File: config.mk
export PLATFORM = sky130hd
export DESIGN_NAME = oam_dma
export DESIGN_NICKNAME = d
export VERILOG_FILES = /design/src/rtl/nes_pkg.sv /design/src/rtl/oam_dma.sv
export SDC_FILE = /design/constraint.sdc
export NUM_CORES = 1
export LEC_CHECK = 0
export CAP_MARGIN = 20
export CORE_MARGIN = 2
export CORE_UTILIZATION = 45
export CTS_CLUSTER_SIZE = 12
export DETAILED_ROUTE_END_ITERATION = 12
export PLACE_DENSITY = 0.9
export RECOVER_POWER = 50
export SLEW_MARGIN = 20
export SYNTH_ARGS = -nofsm -noshare
export SYNTH_HDL_FRONTEND = slang
export SYNTH_SLANG_ARGS = --single-unit
File: constraint.sdc
create_clock -name clk -period 2.81 [get_ports clk]
set_clock_uncertainty 0.15 [all_clocks]
set_input_delay 0.562 -clock clk [delete_from_list [all_inputs] [get_ports clk]]
set_output_delay 0.562 -clock clk [all_outputs]
set_load 0.005 [all_outputs]
File: src/rtl/nes_pkg.sv
`default_nettype none
// ============================================================================
// Module      : nes_pkg
// Description : Shared NES definitions: OAM DMA state encoding and the CPU
//               register addresses used as defaults by oam_dma.
// Revision    : 1.0 - initial release
// ============================================================================
package nes_pkg;

  // OAM DMA controller states (explicit 3-bit encoding)
  typedef enum logic [2:0] {
    IDLE  = 3'd0,
    HALT  = 3'd1,
    ALIGN = 3'd2,
    READ  = 3'd3,
    WRITE = 3'd4
  } dma_state_t;

  localparam logic [15:0] ADDR_OAMDMA  = 16'h4014;
  localparam logic [15:0] ADDR_OAMDATA = 16'h2004;

endpackage : nes_pkg
`default_nettype wire

File: src/rtl/oam_dma.sv
`default_nettype none
// ============================================================================
// Module      : oam_dma
// Description : Sprite OAM DMA controller (CPU clock domain). A CPU write to
//               DMA_REG_ADDR stalls the CPU and copies 256 bytes from page
//               {P,00}..{P,FF} to OAMDATA_ADDR, arbitrating the system bus
//               between the CPU and the DMA engine.
// Ports       : clk, rst         - CPU clock, async active-high reset
//               cpu_addr/rw/data_o - CPU bus request
//               rdy              - CPU ready (0 stalls the CPU)
//               bus_addr/rw/data_o - arbitrated bus request
//               bus_data_i       - bus read data (same cycle as read)
//               dma_active       - DMA owns the bus
// Revision    : 1.0 - initial release
// ============================================================================
module oam_dma
  import nes_pkg::*;
#(
  parameter logic [15:0] DMA_REG_ADDR = ADDR_OAMDMA,
  parameter logic [15:0] OAMDATA_ADDR = ADDR_OAMDATA
) (
  input  logic        clk,
  input  logic        rst,
  input  logic [15:0] cpu_addr,
  input  logic        cpu_rw,
  input  logic [7:0]  cpu_data_o,
  output logic        rdy,
  output logic [15:0] bus_addr,
  output logic        bus_rw,
  output logic [7:0]  bus_data_o,
  input  logic [7:0]  bus_data_i,
  output logic        dma_active
);

  dma_state_t r_state;
  logic       r_odd;
  logic [7:0] r_page;
  logic [7:0] r_idx;
  logic [7:0] r_data_q;

  logic       w_trigger;

  // Only CPU writes start a transfer; reads of the DMA register are inert.
  assign w_trigger = (cpu_addr == DMA_REG_ADDR) && !cpu_rw;

  always_ff @(posedge clk or posedge rst) begin
    if (rst) begin
      r_state  <= IDLE;
      r_odd    <= 1'b0;
      r_page   <= 8'h00;
      r_idx    <= 8'h00;
      r_data_q <= 8'h00;
    end else begin
      // Free-running parity: reads must land on even cycles, writes on odd.
      r_odd <= ~r_odd;
      case (r_state)
        IDLE: begin
          if (w_trigger) begin
            r_page  <= cpu_data_o;
            r_state <= HALT;
          end
        end
        HALT: begin
          // If the next cycle is even we can read immediately; otherwise
          // burn one ALIGN cycle to get onto the read phase.
          r_state <= r_odd ? READ : ALIGN;
        end
        ALIGN: begin
          r_state <= READ;
        end
        READ: begin
          r_data_q <= bus_data_i;
          r_state  <= WRITE;
        end
        WRITE: begin
          r_idx   <= r_idx + 8'd1;
          r_state <= (r_idx == 8'hFF) ? IDLE : READ;
        end
        default: begin
          r_state <= IDLE;
        end
      endcase
    end
  end

  assign rdy        = (r_state == IDLE);
  assign dma_active = !rdy;

  // Bus arbitration: CPU passthrough in IDLE, DMA-driven otherwise. HALT and
  // ALIGN issue a harmless read of the current source address.
  always_comb begin
    bus_addr   = cpu_addr;
    bus_rw     = cpu_rw;
    bus_data_o = cpu_data_o;
    case (r_state)
      IDLE: begin
        bus_addr   = cpu_addr;
        bus_rw     = cpu_rw;
        bus_data_o = cpu_data_o;
      end
      WRITE: begin
        bus_addr   = OAMDATA_ADDR;
        bus_rw     = 1'b0;
        bus_data_o = r_data_q;
      end
      default: begin
        bus_addr   = {r_page, r_idx};
        bus_rw     = 1'b1;
        bus_data_o = r_data_q;
      end
    endcase
  end

endmodule : oam_dma
`default_nettype wire

After elaboration in Yosys (flattened, before gate mapping)
Index checks and enable logic that the tools add are counted.
{"block": "totals", "regBits": 28, "elab_cells": 26}
{"block": "classes", "addsub": 1, "muxes": 7, "reduce_logical": 5, "n_eq_ne": 7, "n_bitwise": 1}
{"operator": "case mux 16 bit (2 select lines)", "count": 1}
{"operator": "== test 16 x 15 -> 1 bit, second input constant", "count": 1}
{"operator": "case mux 3 bit (5 select lines)", "count": 1}
{"operator": "adder 8 x 1 -> 8 bit, second input constant", "count": 1}
{"operator": "== test 8 bit, second input constant", "count": 1}
{"operator": "2-to-1 mux 8 bit", "count": 1}
{"operator": "== test 3 x 2 -> 1 bit, second input constant", "count": 2}
{"operator": "== test 3 x 1 -> 1 bit, second input constant", "count": 1}
{"operator": "== test 3 bit, second input constant", "count": 1}
{"operator": "zero test 3 bit", "count": 1}
{"operator": "2-to-1 mux 3 bit", "count": 1}
{"operator": "zero test 1 bit", "count": 2}
{"operator": "2-to-1 mux 2 bit", "count": 1}
{"operator": "inequality test 2 x 1 -> 1 bit, second input constant", "count": 1}
{"operator": "case mux 1 bit (2 select lines)", "count": 1}
{"operator": "AND reduction 2 bit", "count": 1}
{"operator": "logical AND 1 bit", "count": 1}
{"operator": "2-to-1 mux 1 bit", "count": 1}
{"operator": "NOT 1 bit", "count": 1}

Depth between registers and ports, before layout
{"block": "logic_depth", "ltp_word": 4, "ltp_mapped": 6, "ltp_nobuf": 5}

Least setup slack after synthesis
No wires, ideal clock.
{"block": "synth_path", "path_kind": "input to register", "start": "in cpu_addr[13]", "end": "reg r_page[0]", "setup_slack_ps": 666, "cell_stages": 5, "n_path_buf": 1, "arrival_ps": 1869, "required_ps": 2535, "path_cell_list": "or4_1 -> nor3b_2 -> and3_1 -> buf_6 -> mux2_4"}
{"block": "synth_between", "elab_chain_cells": 3}
{"item": "start: declaration", "line_no": "oam_dma.sv:24", "rtl": "input logic [15:0] cpu_addr,"}
{"item": "== test 16 x 15 -> 1 bit", "line_no": "oam_dma.sv:44", "rtl": "assign w_trigger = (cpu_addr == DMA_REG_ADDR) && !cpu_rw;"}
{"item": "logical AND 1 bit", "line_no": "oam_dma.sv:44"}
{"item": "AND reduction 2 bit (no source line)"}
{"item": "end signal: assignment", "line_no": "oam_dma.sv:59", "rtl": "r_page <= cpu_data_o;"}
{"item": "end: declaration", "line_no": "oam_dma.sv:37", "rtl": "logic [7:0] r_page;"}
No other way between the ends.
A chain may end at the register's enable or synchronous reset.

Worst setup path in the final report
{"block": "layout_path", "start": "reg r_state[1]", "end": "out bus_addr[13]"}
{"block": "layout_between", "elab_chain_cells": 2, "word_cells_on_any_way": 3, "classes_between": "1 x eq/ne; 1 x mux; 1 x reduce/logical"}
{"item": "start: declaration", "line_no": "oam_dma.sv:35", "rtl": "dma_state_t r_state;"}
{"item": "start signal: assignment", "line_no": "oam_dma.sv:66", "rtl": "r_state <= r_odd ? READ : ALIGN;"}
{"item": "start signal: assignment", "line_no": "oam_dma.sv:77", "rtl": "r_state <= (r_idx == 8'hFF) ? IDLE : READ;"}
{"item": "== test 3 bit / zero test 3 bit (equally long branches)", "line_no": "oam_dma.sv:95", "rtl": "case (r_state)"}
{"item": "case mux 16 bit (2 select lines) *", "line_no": "oam_dma.sv:95"}
{"item": "end: declaration", "line_no": "oam_dma.sv:28", "rtl": "output logic [15:0] bus_addr,"}
Every way passes the cells marked *; elsewhere a longest branch is shown, timed or not.

==> metrics.txt <==
Die Wd=61.6 um; sequential share of power=58.7%; Achievable Freq=362 MHz; gr ovfl total=0; Design Area, Final=2250 um^2; EDFF count, synth=0; VDD IR max=0.000178 V; Root Buffer=clkbuf_4; hold slack=0.266 ns; vias in the first global route=1332; met3 routed WL=316 um; Comb power frac=12.7%; first-pass GRT wire length=6240 um; synthesized instance count=154; Max FO, Critical Path=12; antenna violations before repair=0; Worst slew margin=-1.57%; critical path required time=2.10 ns; drt drc=0; Post-Route Utilization=72.6%; Synth area leaders=dfrtp_1 47%, nand2_1 13%, mux2_4 8.0%; placer congestion estimate=0.870; asr flop ratio synth=100%; Clock Latency Late Sink=0.34 ns; switch share=22.2%; Commonest cells post-synth=50 x nand2_1, 28 x dfrtp_1, 13 x a22o_1, 8 x mux2_4, 6 x xnor2_1; top routing layer in use=met4; most numerous cell in the Yosys netlist=nand2_1; clk sinks=28; status=complete, but fails checks; clock share of power=28.6%; GRT Total Usage=22.4%; num rows=20; Clock transition at path regs=0.15 ns; CTS Hold Bufs=0; # diodes=0; Worst setup EP type=output pin; placed cell areas=2160 um^2; startpoint types=flop; met2 wire length=2000 um; filler instances=244; max_cap viols=1; Cell Pwr Density=311 nW/um^2; register area=703 um^2; synthesized area=1490 um^2; Final Hold Violating Endpoints=0; Critical Path AT=2.05 ns; Via density=5.33; hpwl dp=2850 um; area delta synth->final=50.8%; post-layout total power=0.702 mW; DR vias=1408; dpl ws=0.0948 ns; I/O pin total=62; failing checks=capacitance limit, slew limit; layout cells sized above 1=13.6%; top_reg_cell synth=dfrtp_1; final std cells w/o fill=264; Yosys reg bits=28; Initial Util=48.1%; Nets=257; Final WS setup=0.0508 ns; RSZ-0062 raised after global routing=yes; Hold Crit Class=flop to flop; setup TNS=0 ns; core footprint=3100 um^2; placed cell count=257; Met1 Wirelength=1670 um; cts bufs inserted=3; Max Slew Vio Count=29; internal power=0.546 mW; final antenna-violating net count=0; CTS tree=built; post-synth cell types=32; area of the multi-input gates=736 um^2; Die Y=61.6 um; H-tree depth=1; post-synthesis net count=190; Avg Cell Area, Syn=9.70 um^2; PortBufs=61; Leakage Power=1.09 nW; post-synthesis sequential area ratio=46.9%; post-synth top area share=46.9%; final setup fails=0; routed len/inst=15.2 um; Die Area=3800 um^2; worst slew pin tran=1.52 ns; Longest Clk Path Bufs=2; drt total wl=4020 um; initial drt markers=113; largest net degree at the start of global routing=29; Final min period=2.76 ns; Final period util=98.2%; Psw=0.155 mW; Crit Path Class=flop to output pin; synth warn=0; TritonRoute pass-1 iters=4; area leader, netlist=dfrtp_1
[cells by family after synthesis]
group	synth area share, %
flops	46.9
mux	8.79
buf+inv	4.19
compound gates	11.9
simple gates	22.7
xor+xnor	4.69
fa+ha+maj	0.837
[critical path, cell delays in order (launching register included)]
cell             delay, ns
dfrtp_2               0.45
or3_4                 0.39
buf_4                 0.20
o22a_1                0.22
clkdlybuf4s50_1       0.45
[routing by layer]
metal  up-vias  GRT usage (%)
met3         4           3.15
met1       677           30.9
met4         0           6.38
met5         -              0
met2        68           37.0
li1        659              -
[layout make-up]
| cell class | instances | share of cell area (%) |
|---|---|---|
| well taps | 44 | 2.44 |
| inverters | 6 | 1.11 |
| multi-input cells | 112 | 32.6 |
| flip-flops and latches | 28 | 31.2 |
| repair buffers | 70 | 31.0 |
| clock buffers | 4 | 1.61 |
[flip-flops by register name, summed over array words and instances, names as in the netlist]
register,flops
r_odd,1
r_page,8
r_idx,8
r_state,3
r_data_q,8
[cells in the final DEF, fill, tap and decap left out, types with 2 or more instances in the layout]
| master | Yosys | final |
|---|---|---|
| dlymetal6s2s_1 | 0 | 5 |
| inv_1 | 5 | 4 |
| o22a_1 | 2 | 2 |
| nand4_1 | 3 | 3 |
| o21ai_0 | 4 | 4 |
| xnor2_1 | 6 | 6 |
| nand2_1 | 50 | 50 |
| clkbuf_4 | 0 | 3 |
| clkdlybuf4s50_1 | 0 | 55 |
| dfrtp_2 | 0 | 2 |
| a22o_1 | 13 | 13 |
| dfrtp_1 | 28 | 26 |
| mux2_4 | 8 | 8 |
| buf_6 | 1 | 3 |
| xor2_1 | 2 | 2 |
| nor2_1 | 4 | 4 |
| buf_4 | 0 | 5 |
| nand3_1 | 2 | 2 |
| and3_1 | 2 | 2 |
[path summary, 6_finish.rpt]
kind | startpoint | to | slack, ns | cells after the start
worst max-delay path | r_state[1]$_DFFE_PP0P_ | bus_addr[13] | 0.05 | 4
worst min-delay path | r_odd$_DFF_PP0_ | r_odd$_DFF_PP0_ | 0.27 | 1
worst max register to register | r_state[1]$_DFFE_PP0P_ | r_page[0]$_DFFE_PP0P_ | 0.70 | 6
worst min register to register | r_odd$_DFF_PP0_ | r_odd$_DFF_PP0_ | 0.27 | 1
max in group asynchronous | rst | r_state[0]$_DFFE_PP0P_ | 0.50 | 3
min in group asynchronous | rst | r_idx[0]$_DFFE_PP0P_ | 1.01 | 3
[power by group through the flow]
stage	registers, mW	clock network (mW)	logic [mW]
6_report	0.412	0.201	0.0891
5_1_grt	0.413	0.221	0.0968
4_1_cts	0.412	0.199	0.0911
3_5_place_dp	0.419	0	0.0901
3_3_place_gp	0.419	0	0.0893
2_1_floorplan	0.419	0	0.0197
[repair_timing]
action,CTS,global route
gates resized for setup,2,13
pin swaps,0,1
gates cloned,0,1
setup buffers,2,0
endpoints found under the setup margin,14,23
No activity file was read; power rests on OpenSTA's default activity.
